`src/rtl/param_sync_fifo.sv`:
```
// param_sync_fifo: single-clock FIFO with wrap-bit pointers, threshold flags and sticky error flags
module param_sync_fifo #(
  parameter int DATA_W   = 8,
  parameter int DEPTH    = 16,
  parameter int AF_LEVEL = DEPTH - 4,
  parameter int AE_LEVEL = 2,
  localparam int AW      = $clog2(DEPTH)
) (
  input  logic              clk,
  input  logic              rst,
  input  logic              wr_en,
  input  logic [DATA_W-1:0] data_in,
  input  logic              rd_en,
  output logic [DATA_W-1:0] data_out,
  input  logic              flush,
  input  logic              clr_err,
  output logic              full,
  output logic              empty,
  output logic              almost_full,
  output logic              almost_empty,
  output logic [AW:0]       count,
  output logic              overflow,
  output logic              underflow
);
  localparam logic [AW:0] PTR_ONE = {{AW{1'b0}}, 1'b1};
  logic [AW:0]       wr_ptr_q, wr_ptr_d, rd_ptr_q, rd_ptr_d;
  logic [DATA_W-1:0] mem_q [DEPTH];
  logic [DATA_W-1:0] data_out_q, data_out_d;
  logic              overflow_q, overflow_d, underflow_q, underflow_d;
  logic              rd_acc, wr_acc, wr_err, rd_err;
  assign empty        = wr_ptr_q == rd_ptr_q;
  assign full         = (wr_ptr_q[AW] != rd_ptr_q[AW]) && (wr_ptr_q[AW-1:0] == rd_ptr_q[AW-1:0]);
  assign count        = wr_ptr_q - rd_ptr_q;
  assign almost_full  = count >= AF_LEVEL[AW:0];
  assign almost_empty = count <= AE_LEVEL[AW:0];
  assign data_out     = data_out_q;
  assign overflow     = overflow_q;
  assign underflow    = underflow_q;
  // a flush cycle neither moves data nor raises errors; a read frees the slot a full-FIFO write needs
  assign rd_acc = rd_en && !empty && !flush;
  assign wr_acc = wr_en && (!full || rd_acc) && !flush;
  assign wr_err = wr_en && !wr_acc && !flush;
  assign rd_err = rd_en && !rd_acc && !flush;
  // next-state: pointers, registered read data, sticky errors (new event beats clr_err)
  always_comb begin
    wr_ptr_d    = flush ? '0 : wr_acc ? wr_ptr_q + PTR_ONE : wr_ptr_q;
    rd_ptr_d    = flush ? '0 : rd_acc ? rd_ptr_q + PTR_ONE : rd_ptr_q;
    data_out_d  = rd_acc ? mem_q[rd_ptr_q[AW-1:0]] : data_out_q;
    overflow_d  = flush ? overflow_q : wr_err || (overflow_q && !clr_err);
    underflow_d = flush ? underflow_q : rd_err || (underflow_q && !clr_err);
  end
  // control state with asynchronous reset
  always_ff @(posedge clk or posedge rst) begin
    if (rst) begin
      wr_ptr_q    <= '0;
      rd_ptr_q    <= '0;
      data_out_q  <= '0;
      overflow_q  <= 1'b0;
      underflow_q <= 1'b0;
    end else begin
      wr_ptr_q    <= wr_ptr_d;
      rd_ptr_q    <= rd_ptr_d;
      data_out_q  <= data_out_d;
      overflow_q  <= overflow_d;
      underflow_q <= underflow_d;
    end
  end
  // storage is never reset; only accepted writes touch it
  always_ff @(posedge clk) begin
    if (wr_acc && !rst) mem_q[wr_ptr_q[AW-1:0]] <= data_in;
  end
endmodule

```
`config.mk`:
```
export PLATFORM = sky130hd
export DESIGN_NAME = param_sync_fifo
export DESIGN_NICKNAME = d
export VERILOG_FILES = /design/src/rtl/param_sync_fifo.sv
export SDC_FILE = /design/constraint.sdc
export NUM_CORES = 1
export LEC_CHECK = 0
export ABC_CLOCK_PERIOD_IN_PS = 5750
export CAP_MARGIN = 15
export CELL_PAD_IN_SITES_DETAIL_PLACEMENT = 1
export CELL_PAD_IN_SITES_GLOBAL_PLACEMENT = 1
export CORE_ASPECT_RATIO = 0.6
export CORE_MARGIN = 8
export CORE_UTILIZATION = 45
export CTS_CLUSTER_SIZE = 24
export DETAILED_ROUTE_END_ITERATION = 8
export PLACE_DENSITY_LB_ADDON = 0.25
export SKIP_CTS_REPAIR_TIMING = 1
export SLEW_MARGIN = 20
export SYNTH_ARGS = -nofsm -noshare
export SYNTH_HDL_FRONTEND = slang
export SYNTH_SLANG_ARGS = --single-unit
```
`constraint.sdc`:
```
create_clock -name clk -period 5.75 [get_ports clk]
set_input_delay 1.725 -clock clk [delete_from_list [all_inputs] [get_ports clk]]
set_output_delay 1.725 -clock clk [all_outputs]
set_load 0.01 [all_outputs]
```
; After elaboration in Yosys (flattened, before gate mapping)
; Memories as Yosys holds them, arrays and structs flattened. A register that Yosys moved wholly into a read port is not among the register bits.
; Cells that the tools add are included.
[totals]
ramBits = 128
mem_count = 1
output_inout_bits = 19
reg_bits = 12
input_bits = 14
word_cells = 43
[op_classes]
add_sub_neg = 3
n_mux = 6
eq_ne = 3
n_lt_le_gt_ge = 2
n_reduce_logical = 24
[memory_table]
columns = name, words, word_bits, read_ports, rd_ports_with_merged_regs, wr, line
row1 = mem_q, 16, 8, 1, 1, 1, 27  ; logic [DATA_W-1:0] mem_q [DEPTH];
[ops]
columns = operator, count
row1 = 5-bit two-way mux, 4
row2 = 1-bit logical AND, 12
row3 = "5-bit by 1-bit adder with 5-bit output, second input constant", 2
row4 = 1-bit logical NOT, 7
row5 = 5-bit == test, 1
row6 = "5-bit by 4-bit greater-or-equal comparator with 1-bit output, second input constant", 1
row7 = "5-bit by 2-bit <= comparator with 1-bit output, second input constant", 1
row8 = 5-bit subtractor, 1
row9 = 4-bit == test, 1
row10 = 2-bit nonzero test, 2
row11 = 1-bit logical OR, 3
row12 = 1-bit two-way mux, 2
row13 = 1-bit inequality test, 1

; Longest topological paths before layout
; Gate-level depths: netlist of the first run.
[logic_depth]
word_depth = 11
ltp_mapped = 9
depth_no_buf = 8

; Worst setup path before layout of the first run
; OpenSTA, ideal clock, no wires.
[synth_path]
path_kind = register to output
from = reg rd_ptr_q[1]
to = out almost_empty
slack_ns = 1.791
arrival_ns = 2.234
n_path_buf = 1
t_required_ns = 4.025
path_stages_with_launch = 8
cell_sequence = dfrtp_1 inv_2 buf_1 ha_1 nor2b_1 o21ai_0 nor3b_1 o2111a_1
[synth_between]
elab_chain_cells = 2
[synth_lines]
columns = item, line
row1 = start: declaration, 26  ; logic [AW:0] wr_ptr_q, wr_ptr_d, rd_ptr_q, rd_ptr_d;
row2 = start signal: assignment, 62  ; rd_ptr_q <= rd_ptr_d;
row3 = 5-bit subtractor, 33  ; assign count = wr_ptr_q - rd_ptr_q;
row4 = 5-bit by 2-bit <= comparator with 1-bit output, 35  ; assign almost_empty = count <= AE_LEVEL[AW:0];
row5 = end: declaration, 20  ; output logic almost_empty,
; Every way passes these cells.

; Final worst setup path of the first run
; Same ends and word-level chain as after synthesis.

==> out/metrics.csv, run 1 <==
stage,metric,value,unit
synth,synth.top_cell.area_share,63.0,%
die,placeableCoreArea,0.0135,mm2
place,pre_cts_ws,1360,ps
timing,fin_skew,7.16,ps
die,dieHeight,106,um
setup_path,timing.critical_path.fanout_max,18,
final_layout,drive_above_1_share,19.8,%
place,portBuffers,32,
synth,yosysUniqueCellTypes,43,
clock_network,cts-root-buf,sky130_fd_sc_hd__clkbuf_16,
drt,first_drt_iteration_drcs,266,
die,effective_utilization_at_floorplan,45.3,%
setup_path,timing.critical_path.from_type,flip-flop,
synth,syn_avg_cell_area,18.4,um2
drt,routed_wire_length_per_instance,24.6,um
timing,hold_viol,0,
die,placementRows,33,
setup_path,timing.rr.start,rd_ptr_q[1]$_DFFE_PP0P_,
global_route,grt_util_all_layers,16.8,%
synth,synth-edff-count,128,
setup_path,category_of_the_worst_setup_path_capture_point,output port,
drt,vias,3225,
place,dp.final_hpwl,9010,um
drt,drtAntennaViolNets,0,
synth,synth.cells.most_frequent,"sky130_fd_sc_hd__edfxtp_1, sky130_fd_sc_hd__mux4_2, sky130_fd_sc_hd__nor2_1",
power_and_ir_drop,power.ir.vdd_worst,0.215,mV
timing,fin_ws,902,ps
clock_network,clock-sinks,148,
clock_network,cts_tree,yes,
setup_path,required,4030,ps
drt,avgViaCountPerCell,5.73,
synth,synth_top_area_cell,sky130_fd_sc_hd__edfxtp_1,
timing,number_of_slew_limit_violations_in_the_final_report,0,
global_route,vias_in_the_first_global_route,3447,
timing,final.setup.tns,0,ps
setup_path,cp_num_buf_inv,2,
die,ios,33,
synth,asyncSetResetFlopFracSynth,13.5,%
final_layout,num-fill-cells,1218,
status,run_status,"finished, final reports clean",
final_layout,layout-area-overhead-vs-synth,18.6,%
timing,final-setup-viol-count,0,
clock_network,clkSlewWorstSetupHoldPaths,60,ps
timing,timing.fmax,0.206,GHz
synth,cell_area_after_technology_mapping,0.00610,mm2
synth,netlist_instances,331,
die,die_area,0.0177,mm2
synth,synth.yosys.seq_area_share,71.2,%
power_and_ir_drop,power,2.71,mW
timing,max_slew.worst_pin.slew,953,ps
timing,layout_worst_path_cycle_share,84.3,%
power_and_ir_drop,power_per_cell_area,374,mW/mm2
synth,ys.warnings.count,0,
final_layout,final_net_count,399,
setup_path,crit_type,flip-flop to output port,
drt,detail_route.first_pass.iterations,4,
global_route,antenna_found_initial,0,
clock_network,clk_path_buf_depth,2,
setup_path,critical_path_depth,7,
setup_path,critical_path.cell_chain,"inv_2, ha_1, nor2b_1, o21ai_0, nor3b_1, o2111a_1, clkdlybuf4s50_1",
die,chipWidth,166,um
drt,routed_wirelength,13900,um
drt,route.detailed.drc,0,
global_route,first_pass_grt_wire_length,21500,um
timing,setup_repair_after_global_routing_missed_its_margin,no,
place,routabilityCongestion,0.787,
clock_network,cts_inserted_buffers,17,
setup_path,critPathArrivalTime,3120,ps
setup_path,regToRegEndpoint,mem_q[11][2]$_DFFE_PP_,
setup_path,critical_path.max_stage_delay,530,ps
synth,synth.top_cells.by_area,"sky130_fd_sc_hd__edfxtp_1, sky130_fd_sc_hd__mux4_2, sky130_fd_sc_hd__dfrtp_1",
setup_path,startpoint,rd_ptr_q[1]$_DFFE_PP0P_,
setup_path,rrSetupSlack,2620,ps
power_and_ir_drop,p_leak,2.50,nW
setup_path,critical_path.top_delay_family,buffers and inverters,
timing,timing.slew.headroom,36.2,%
synth,ys_seq_elements,148,
synth,most_frequently_used_cell_type_in_the_post_synthesis_netlist,sky130_fd_sc_hd__edfxtp_1,
final_layout,num_antenna_cells,0,
clock_network,cts.htree.levels,4,
synth,ys.flop_type,sky130_fd_sc_hd__edfxtp_1,
flow_run,cap_violations,0,
timing,timing.final.crit_period,4850,ps
global_route,gr-total-overflow,0,
setup_path,critical_path.slowest_cell,sky130_fd_sc_hd__clkdlybuf4s50_1,
setup_path,worstRegToRegCells,6,
clock_network,worstSkewPairLatency,420,ps
synth,net_count_synth,355,
setup_path,endpoint,almost_empty,
global_route,grt_max_degree,35,
min_path,worst_hold_path_type,flip-flop to flip-flop,
cell usage in the layout (no fill, tap or decap), drive strengths merged, types with 3 or more instances in the layout:
cell type	instances
o21ai	3
bufinv	3
inv	16
o31ai	3
mux4	32
o221ai	8
clkinvlp	3
clkinv	4
ha	9
buf	7
nor2	24
edfxtp	128
xnor2	6
dfrtp	20
clkdlybuf4s50	32
nand2	16
clkbuf	18
xor2	5
nor3	5
mux2i	18
cell families after synthesis:
logic type	synth area share, %
adder cells (fa/ha/maj)	2.17
multiplexers	14.8
AND/OR/NAND/NOR	4.41
buffers and inverters	1.89
flip-flops	71.2
XOR/XNOR	1.70
AO/OA/AOI/OAI	3.82
layer usage:
layer	global-route usage (%)	share of wire, %	vias to the layer above
met5	0	0	-
met4	5.89	0.59	0
met3	4.07	4.7	9
met2	24.8	45	64
met1	24.0	49	1742
li1	-	-	1410
worst reg2reg max path, stage by stage, from the launching register on:
cell	delay, ps
sky130_fd_sc_hd__dfrtp_1	410
sky130_fd_sc_hd__inv_2	480
sky130_fd_sc_hd__ha_1	380
sky130_fd_sc_hd__nand4_2	340
sky130_fd_sc_hd__o31a_1	250
sky130_fd_sc_hd__nand2_1	140
sky130_fd_sc_hd__nor2_1	750
where the power goes:
part	internal [mW]	total [mW]	switching, mW
logic	0.161	0.329	0.168
registers	1.20	1.23	0.0286
clock network	0.699	1.15	0.447
worst min path at each step:
stage                                  startpoint                 endpoint  cells past startpoint
after CTS                 data_out[3]$_DFFE_PP0P_  data_out[3]$_DFFE_PP0P_                      2
after floorplan           data_out[0]$_DFFE_PP0P_  data_out[0]$_DFFE_PP0P_                      2
after global placement       overflow$_DFFE_PP0N_     overflow$_DFFE_PP0N_                      1
after detailed placement  data_out[3]$_DFFE_PP0P_  data_out[3]$_DFFE_PP0P_                      2
after global routing        underflow$_DFFE_PP0N_    underflow$_DFFE_PP0N_                      1
final                     data_out[4]$_DFFE_PP0P_  data_out[4]$_DFFE_PP0P_                      2
area by class of cell:
cell class / count / area (um2) / share of cell area, %
clock inverter: 14 / 175 / 2.42
multi-input combinational: 157 / 1640 / 22.7
tap: 175 / 219 / 3.03
sequential: 148 / 4350 / 60.1
clock buffer: 18 / 439 / 6.07
timing repair buffer: 39 / 373 / 5.15
inverter: 12 / 45.0 / 0.623
flip-flops by register name, indices dropped and copies added, names as in the netlist:
| register | count |
|---|---|
| underflow | 1 |
| wr_ptr_q | 5 |
| rd_ptr_q | 5 |
| data_out | 8 |
| mem_q | 128 |
| overflow | 1 |
per-stage QoR:
step	area, um2	hold WS (ps)	util [%]	instances
3_5_place_dp	6620	486	49.2	531
4_1_cts	7240	503	53.8	563
3_3_place_gp	6620	479	49.2	531
6_report	7240	499	53.8	563
5_1_grt	7240	524	53.8	563
2_1_floorplan	6100	520	-	331
Note: power is estimated with default switching activity, not from simulation.
==> inputs of run 2 (changes only) <==
Settings changed: ABC_CLOCK_PERIOD_IN_PS 5750 to 4000.
Clock period 5.75 ns to 4 ns, I/O delays scaled along.
==> out/metrics.csv, run 2 (synthesis gave the netlist of run 1 again) <==
stage,metric,value,unit,change
clock_network,clk_path_buf_depth,2,,unchanged
setup_path,critical_path.max_stage_delay,530,ps,about the same
drt,routed_wirelength,14500,um,+4.7%
drt,detail_route.first_pass.iterations,4,,unchanged
setup_path,crit_top_cell,sky130_fd_sc_hd__inv_1,,
min_path,hold_path.startpoint,underflow$_DFFE_PP0N_,,
drt,vias,3241,,+0.50%
final_layout,layout-area-overhead-vs-synth,21.3,%,
timing,fin_skew,10.1,ps,+2.97 ps
timing,number_of_slew_limit_violations_in_the_final_report,0,,unchanged
power_and_ir_drop,power_per_cell_area,528,mW/mm2,+41%
setup_path,regToRegEndpoint,data_out[1]$_DFFE_PP0P_,,
timing,final.setup.tns,0,ps,unchanged
timing,setup_repair_after_global_routing_missed_its_margin,no,,
clock_network,cts_inserted_buffers,17,,unchanged
final_layout,drive_above_1_share,24.5,%,+4.7 points
power_and_ir_drop,power,3.91,mW,+44%
drt,route.detailed.drc,0,,unchanged
global_route,antenna_found_initial,0,,unchanged
drt,drtAntennaViolNets,0,,unchanged
place,pre_cts_ws,231,ps,-1130 ps
global_route,grt_util_all_layers,17.6,%,+0.79 points
die,chipWidth,166,um,unchanged
setup_path,critPathArrivalTime,2660,ps,-460 ps
global_route,gr-total-overflow,0,,unchanged
global_route,grt_max_degree,35,,unchanged
setup_path,timing.critical_path.fanout_max,6,,-12
drt,first_drt_iteration_drcs,278,,+4.5%
setup_path,rrSetupSlack,1260,ps,-1360 ps
min_path,hold-path-endpoint,underflow$_DFFE_PP0N_,,
final_layout,post_route_cell_area,0.00740,mm2,+2.2%
setup_path,critical_path.cell_chain,"ha_1, inv_1, fa_1, a21o_1, a21oi_2, xnor2_2, inv_1, clkdlybuf4s50_1",,
place,dp.final_hpwl,9660,um,+7.1%
min_path,hold_depth,1,,-1
setup_path,required,2800,ps,-1230 ps
power_and_ir_drop,p_leak,2.62,nW,+4.9%
min_path,worst_hold_path_type,flip-flop to flip-flop,,
final_layout,num_antenna_cells,0,,unchanged
timing,fin_ws,144,ps,-758 ps
die,dieHeight,106,um,unchanged
place,place_area,0.00675,mm2,+1.9%
global_route,vias_in_the_first_global_route,3601,,+4.5%
die,die_area,0.0177,mm2,unchanged
final_layout,most-common-layout-cells,"sky130_fd_sc_hd__edfxtp_1, sky130_fd_sc_hd__mux4_2, sky130_fd_sc_hd__clkdlybuf4s50_1",,
setup_path,worstRegToRegCells,5,,-1
clock_network,worstSkewPairLatency,420,ps,about the same
timing,hold_viol,0,,unchanged
setup_path,crit_type,flip-flop to output port,,
timing,final-setup-viol-count,0,,unchanged
die,placeableCoreArea,0.0135,mm2,unchanged
timing,max_slew.worst_pin.slew,1090,ps,+137 ps
place,routabilityCongestion,0.773,,-1.8%
clock_network,clkSlewWorstSetupHoldPaths,70,ps,about the same
clock_network,cts-root-buf,sky130_fd_sc_hd__clkbuf_16,,
power_and_ir_drop,power.ir.vdd_worst,0.272,mV,+26%
setup_path,category_of_the_worst_setup_path_capture_point,output port,,
drt,routed_wire_length_per_instance,24.9,um,+1.1%
final_layout,final_common_cell,sky130_fd_sc_hd__edfxtp_1,,
setup_path,critical_path.slowest_cell,sky130_fd_sc_hd__clkdlybuf4s50_1,,
timing,timing.final.crit_period,3860,ps,
timing,layout_worst_path_cycle_share,96.4,%,
setup_path,timing.critical_path.from_type,flip-flop,,
final_layout,final_net_count,419,,+5.0%
status,run_status,"finished, final reports clean",,
setup_path,timing.rr.start,wr_ptr_q[3]$_DFFE_PP0P_,,
die,effective_utilization_at_floorplan,45.3,%,unchanged
clock_network,clock-sinks,148,,unchanged
timing,timing.slew.headroom,27.0,%,-9.2 points
place,portBuffers,32,,unchanged
flow_run,cap_violations,0,,unchanged
timing,timing.fmax,0.259,GHz,
clock_network,cts.htree.levels,4,,unchanged
drt,avgViaCountPerCell,5.56,,-3.0%
global_route,first_pass_grt_wire_length,22500,um,+4.9%
die,ios,33,,unchanged
clock_network,cts_tree,yes,,
die,placementRows,33,,unchanged
final_layout,largest_register_ffs,128,,unchanged
run 2: per-layer routing:
layer,track usage (%),routed length [um],vias to the layer above,part of all wire [%]
li1,-,-,1445,-
met1,24.7,6670,1691,46
met2,26.5,6650,91,46
met3,5.11,1040,14,7.1
met4,4.73,160,0,1.1
met5,0,0,-,0
run 2: area by class of cell:
type,instances,area (um2)
sequential,148,4350
clock inverter,15,179
multi-input combinational,157,1660
tap,175,219
timing repair buffer,59,528
fill,1228,6060
clock buffer,17,425
inverter,12,45.0
run 2: worst max-delay path: cells and delay by family, from the launching register on:
kind	cells	cell delay [ps]
AOI/OAI and AO/OA	2	360
xor gates and xnor gates	1	100
buffers and inverters	3	680
adders and majority gates	2	640
DFF	1	460
run 2: power breakdown:
group / total, mW / internal, mW / switching, mW
registers: 1.78 / 1.73 / 0.0443
clock network: 1.63 / 0.986 / 0.646
logic: 0.498 / 0.245 / 0.253
total: 3.91 / 2.96 / 0.943
run 2: worst max path at each step:
stage / endpoint / slack (ps) / start / cells after the start
2_1_floorplan: almost_empty / 570 / rd_ptr_q[1]$_DFFE_PP0P_ / 7
3_3_place_gp: almost_empty / 370 / wr_ptr_q[0]$_DFFE_PP0P_ / 9
3_5_place_dp: almost_empty / 230 / wr_ptr_q[0]$_DFFE_PP0P_ / 9
4_1_cts: almost_empty / -220 / wr_ptr_q[0]$_DFFE_PP0P_ / 9
5_1_grt: count[4] / 40 / wr_ptr_q[0]$_DFFE_PP0P_ / 9
6_report: count[4] / 140 / rd_ptr_q[0]$_DFFE_PP0P_ / 8
run 2: metrics by stage:
step	hold WS, ps	utilization (%)	cells
after floorplan	520	-	331
after global placement	474	50.1	548
after detailed placement	497	50.1	548
after CTS	520	54.6	580
after global routing	549	55.0	583
final	520	55.0	583
==> inputs of run 3 (changes only) <==
Settings changed: CORE_ASPECT_RATIO 0.6 to 0.7, PLACE_DENSITY_LB_ADDON 0.25 to 0.15.
==> out/metrics.csv, run 3 (synthesis gave the netlist of run 1 again) <==
stage,metric,value,unit,change
timing,max_slew.worst_pin.slew,925,ps,-166 ps
timing,layout_worst_path_cycle_share,97.0,%,+0.63 points
die,ios,33,,unchanged
final_layout,layout.core_utilization,55.8,%,+0.82 points
drt,avgViaCountPerCell,5.41,,-2.7%
clock_network,clk_path_buf_depth,2,,unchanged
drt,vias,3213,,-0.86%
clock_network,clkSlewWorstSetupHoldPaths,60,ps,about the same
drt,detail_route.first_pass.iterations,4,,unchanged
global_route,antenna_found_initial,0,,unchanged
drt,wl_met2,6650,um,about the same
timing,timing.final.crit_period,3880,ps,+25.2 ps
place,place_area,0.00679,mm2,+0.63%
final_layout,num_antenna_cells,0,,unchanged
drt,wl_met1,6700,um,+0.45%
setup_path,required,2800,ps,about the same
power_and_ir_drop,power_per_cell_area,512,mW/mm2,-3.1%
drt,route.detailed.drc,0,,unchanged
final_layout,final_net_count,420,,+0.24%
power_and_ir_drop,p_leak,2.60,nW,-0.79%
flow_run,cap_violations,0,,unchanged
final_layout,final_common_cell,sky130_fd_sc_hd__edfxtp_1,,
global_route,first_pass_grt_wire_length,21400,um,-5.2%
timing,timing.fmax,0.258,GHz,-0.65%
status,run_status,"finished, final reports clean",,
place,routabilityCongestion,0.734,,-5.0%
die,placementRows,35,,+6.1%
final_layout,layout-area-overhead-vs-synth,20.6,%,
setup_path,timing.critical_path.from_type,flip-flop,,
clock_network,cts_inserted_buffers,17,,unchanged
clock_network,cts-root-buf,sky130_fd_sc_hd__clkbuf_16,,
drt,routed_wirelength,14000,um,-3.7%
drt,dr.max_layer_used,met4,,
timing,setup_repair_after_global_routing_missed_its_margin,no,,
drt,routed_wire_length_per_instance,23.5,um,-5.5%
clock_network,cts_tree,yes,,
setup_path,category_of_the_worst_setup_path_capture_point,output port,,
timing,timing.slew.headroom,38.3,%,+11 points
final_layout,most-common-layout-cells,"sky130_fd_sc_hd__edfxtp_1, sky130_fd_sc_hd__mux4_2, sky130_fd_sc_hd__clkdlybuf4s50_1",,
place,dp.final_hpwl,9250,um,-4.2%
global_route,grt_max_degree,35,,unchanged
die,effective_utilization_at_floorplan,46.3,%,+0.96 points
clock_network,clock-sinks,148,,unchanged
clock_network,cts.htree.levels,4,,unchanged
min_path,worst_hold_path_type,flip-flop to flip-flop,,
timing,final.setup.tns,0,ps,unchanged
final_layout,post_route_cell_area,0.00735,mm2,-0.61%
timing,fin_ws,119,ps,-25.2 ps
drt,first_drt_iteration_drcs,196,,-29%
clock_network,worstSkewPairLatency,420,ps,about the same
drt,met3WireLength,516,um,-50%
power_and_ir_drop,power.ir.vdd_worst,0.310,mV,+14%
place,portBuffers,32,,unchanged
final_layout,largest_register_ffs,128,,unchanged
drt,drtAntennaViolNets,0,,unchanged
die,die_area,0.0176,mm2,-0.35%
global_route,grt_util_all_layers,16.9,%,-0.65 points
die,dieHeight,113,um,+6.8%
die,placeableCoreArea,0.0132,mm2,-2.1%
global_route,vias_in_the_first_global_route,3472,,-3.6%
timing,hold_viol,0,,unchanged
place,pre_cts_ws,218,ps,-13.0 ps
timing,number_of_slew_limit_violations_in_the_final_report,0,,unchanged
timing,final-setup-viol-count,0,,unchanged
setup_path,timing.critical_path.fanout_max,4,,-2
global_route,gr-total-overflow,0,,unchanged
setup_path,critPathArrivalTime,2680,ps,+20 ps
setup_path,crit_type,flip-flop to output port,,
die,chipWidth,155,um,-6.7%
final_layout,drive_above_1_share,23.7,%,-0.79 points
timing,fin_skew,13.8,ps,+3.71 ps
run 3: changes by cell type in the layout (fill, tap and decap cells not counted), sizes merged:
cell | previous run | this run
buf | 27 | 28
clkinvlp | 3 | 4
bufinv | 3 | 1
clkbuf | 17 | 18
run 3: path summary, 6_finish.rpt:
path	startpoint	endpoint	slack (ps)	depth (start not counted)
max	wr_ptr_q[0]$_DFFE_PP0P_	count[4]	120	9
min	data_out[0]$_DFFE_PP0P_	data_out[0]$_DFFE_PP0P_	490	2
max reg2reg	wr_ptr_q[3]$_DFFE_PP0P_	mem_q[13][4]$_DFFE_PP_	1280	7
min reg2reg	data_out[0]$_DFFE_PP0P_	data_out[0]$_DFFE_PP0P_	490	2
max in group asynchronous	rst	rd_ptr_q[2]$_DFFE_PP0P_	2040	2
min in group asynchronous	rst	wr_ptr_q[2]$_DFFE_PP0P_	1330	2
run 3: final cells by class:
type	count	area, um2
Sequential cell	148	4350
Timing Repair Buffer	60	536
Tap cell	185	231
Multi-Input combinational cell	157	1640
Clock inverter	14	126
Inverter	12	45.0
Fill cell	1192	5830
Clock buffer	18	429
run 3: where the power goes:
part	switching [mW]	leakage, nW	internal, mW	total [mW]
sequential	0.0417	1.41	1.73	1.77
combinational	0.246	0.929	0.239	0.486
clock	0.644	0.261	0.860	1.50
total	0.932	2.60	2.83	3.76
run 3: metal layers:
layer  vias up  track usage [%]
met4         0             5.07
li1       1447                -
met5         -                0
met2        64             26.4
met3         8             4.04
met1      1694             23.3
run 3: critical path: stages (launching register included):
cell                              delay (ps)
sky130_fd_sc_hd__dfrtp_1                 420
sky130_fd_sc_hd__inv_2                   110
sky130_fd_sc_hd__ha_1                    190
sky130_fd_sc_hd__inv_1                    60
sky130_fd_sc_hd__fa_1                    400
sky130_fd_sc_hd__a21o_1                  170
sky130_fd_sc_hd__a21oi_1                 170
sky130_fd_sc_hd__xnor2_1                 190
sky130_fd_sc_hd__inv_1                    70
sky130_fd_sc_hd__clkdlybuf4s50_1         480
run 3: stage by stage:
stage	cells	power, mW	hold slack, ps
after CTS	594	3.81	501
after global placement	562	2.28	476
after global routing	594	3.90	536
after floorplan	331	2.02	520
final	594	3.76	492
after detailed placement	562	2.30	485
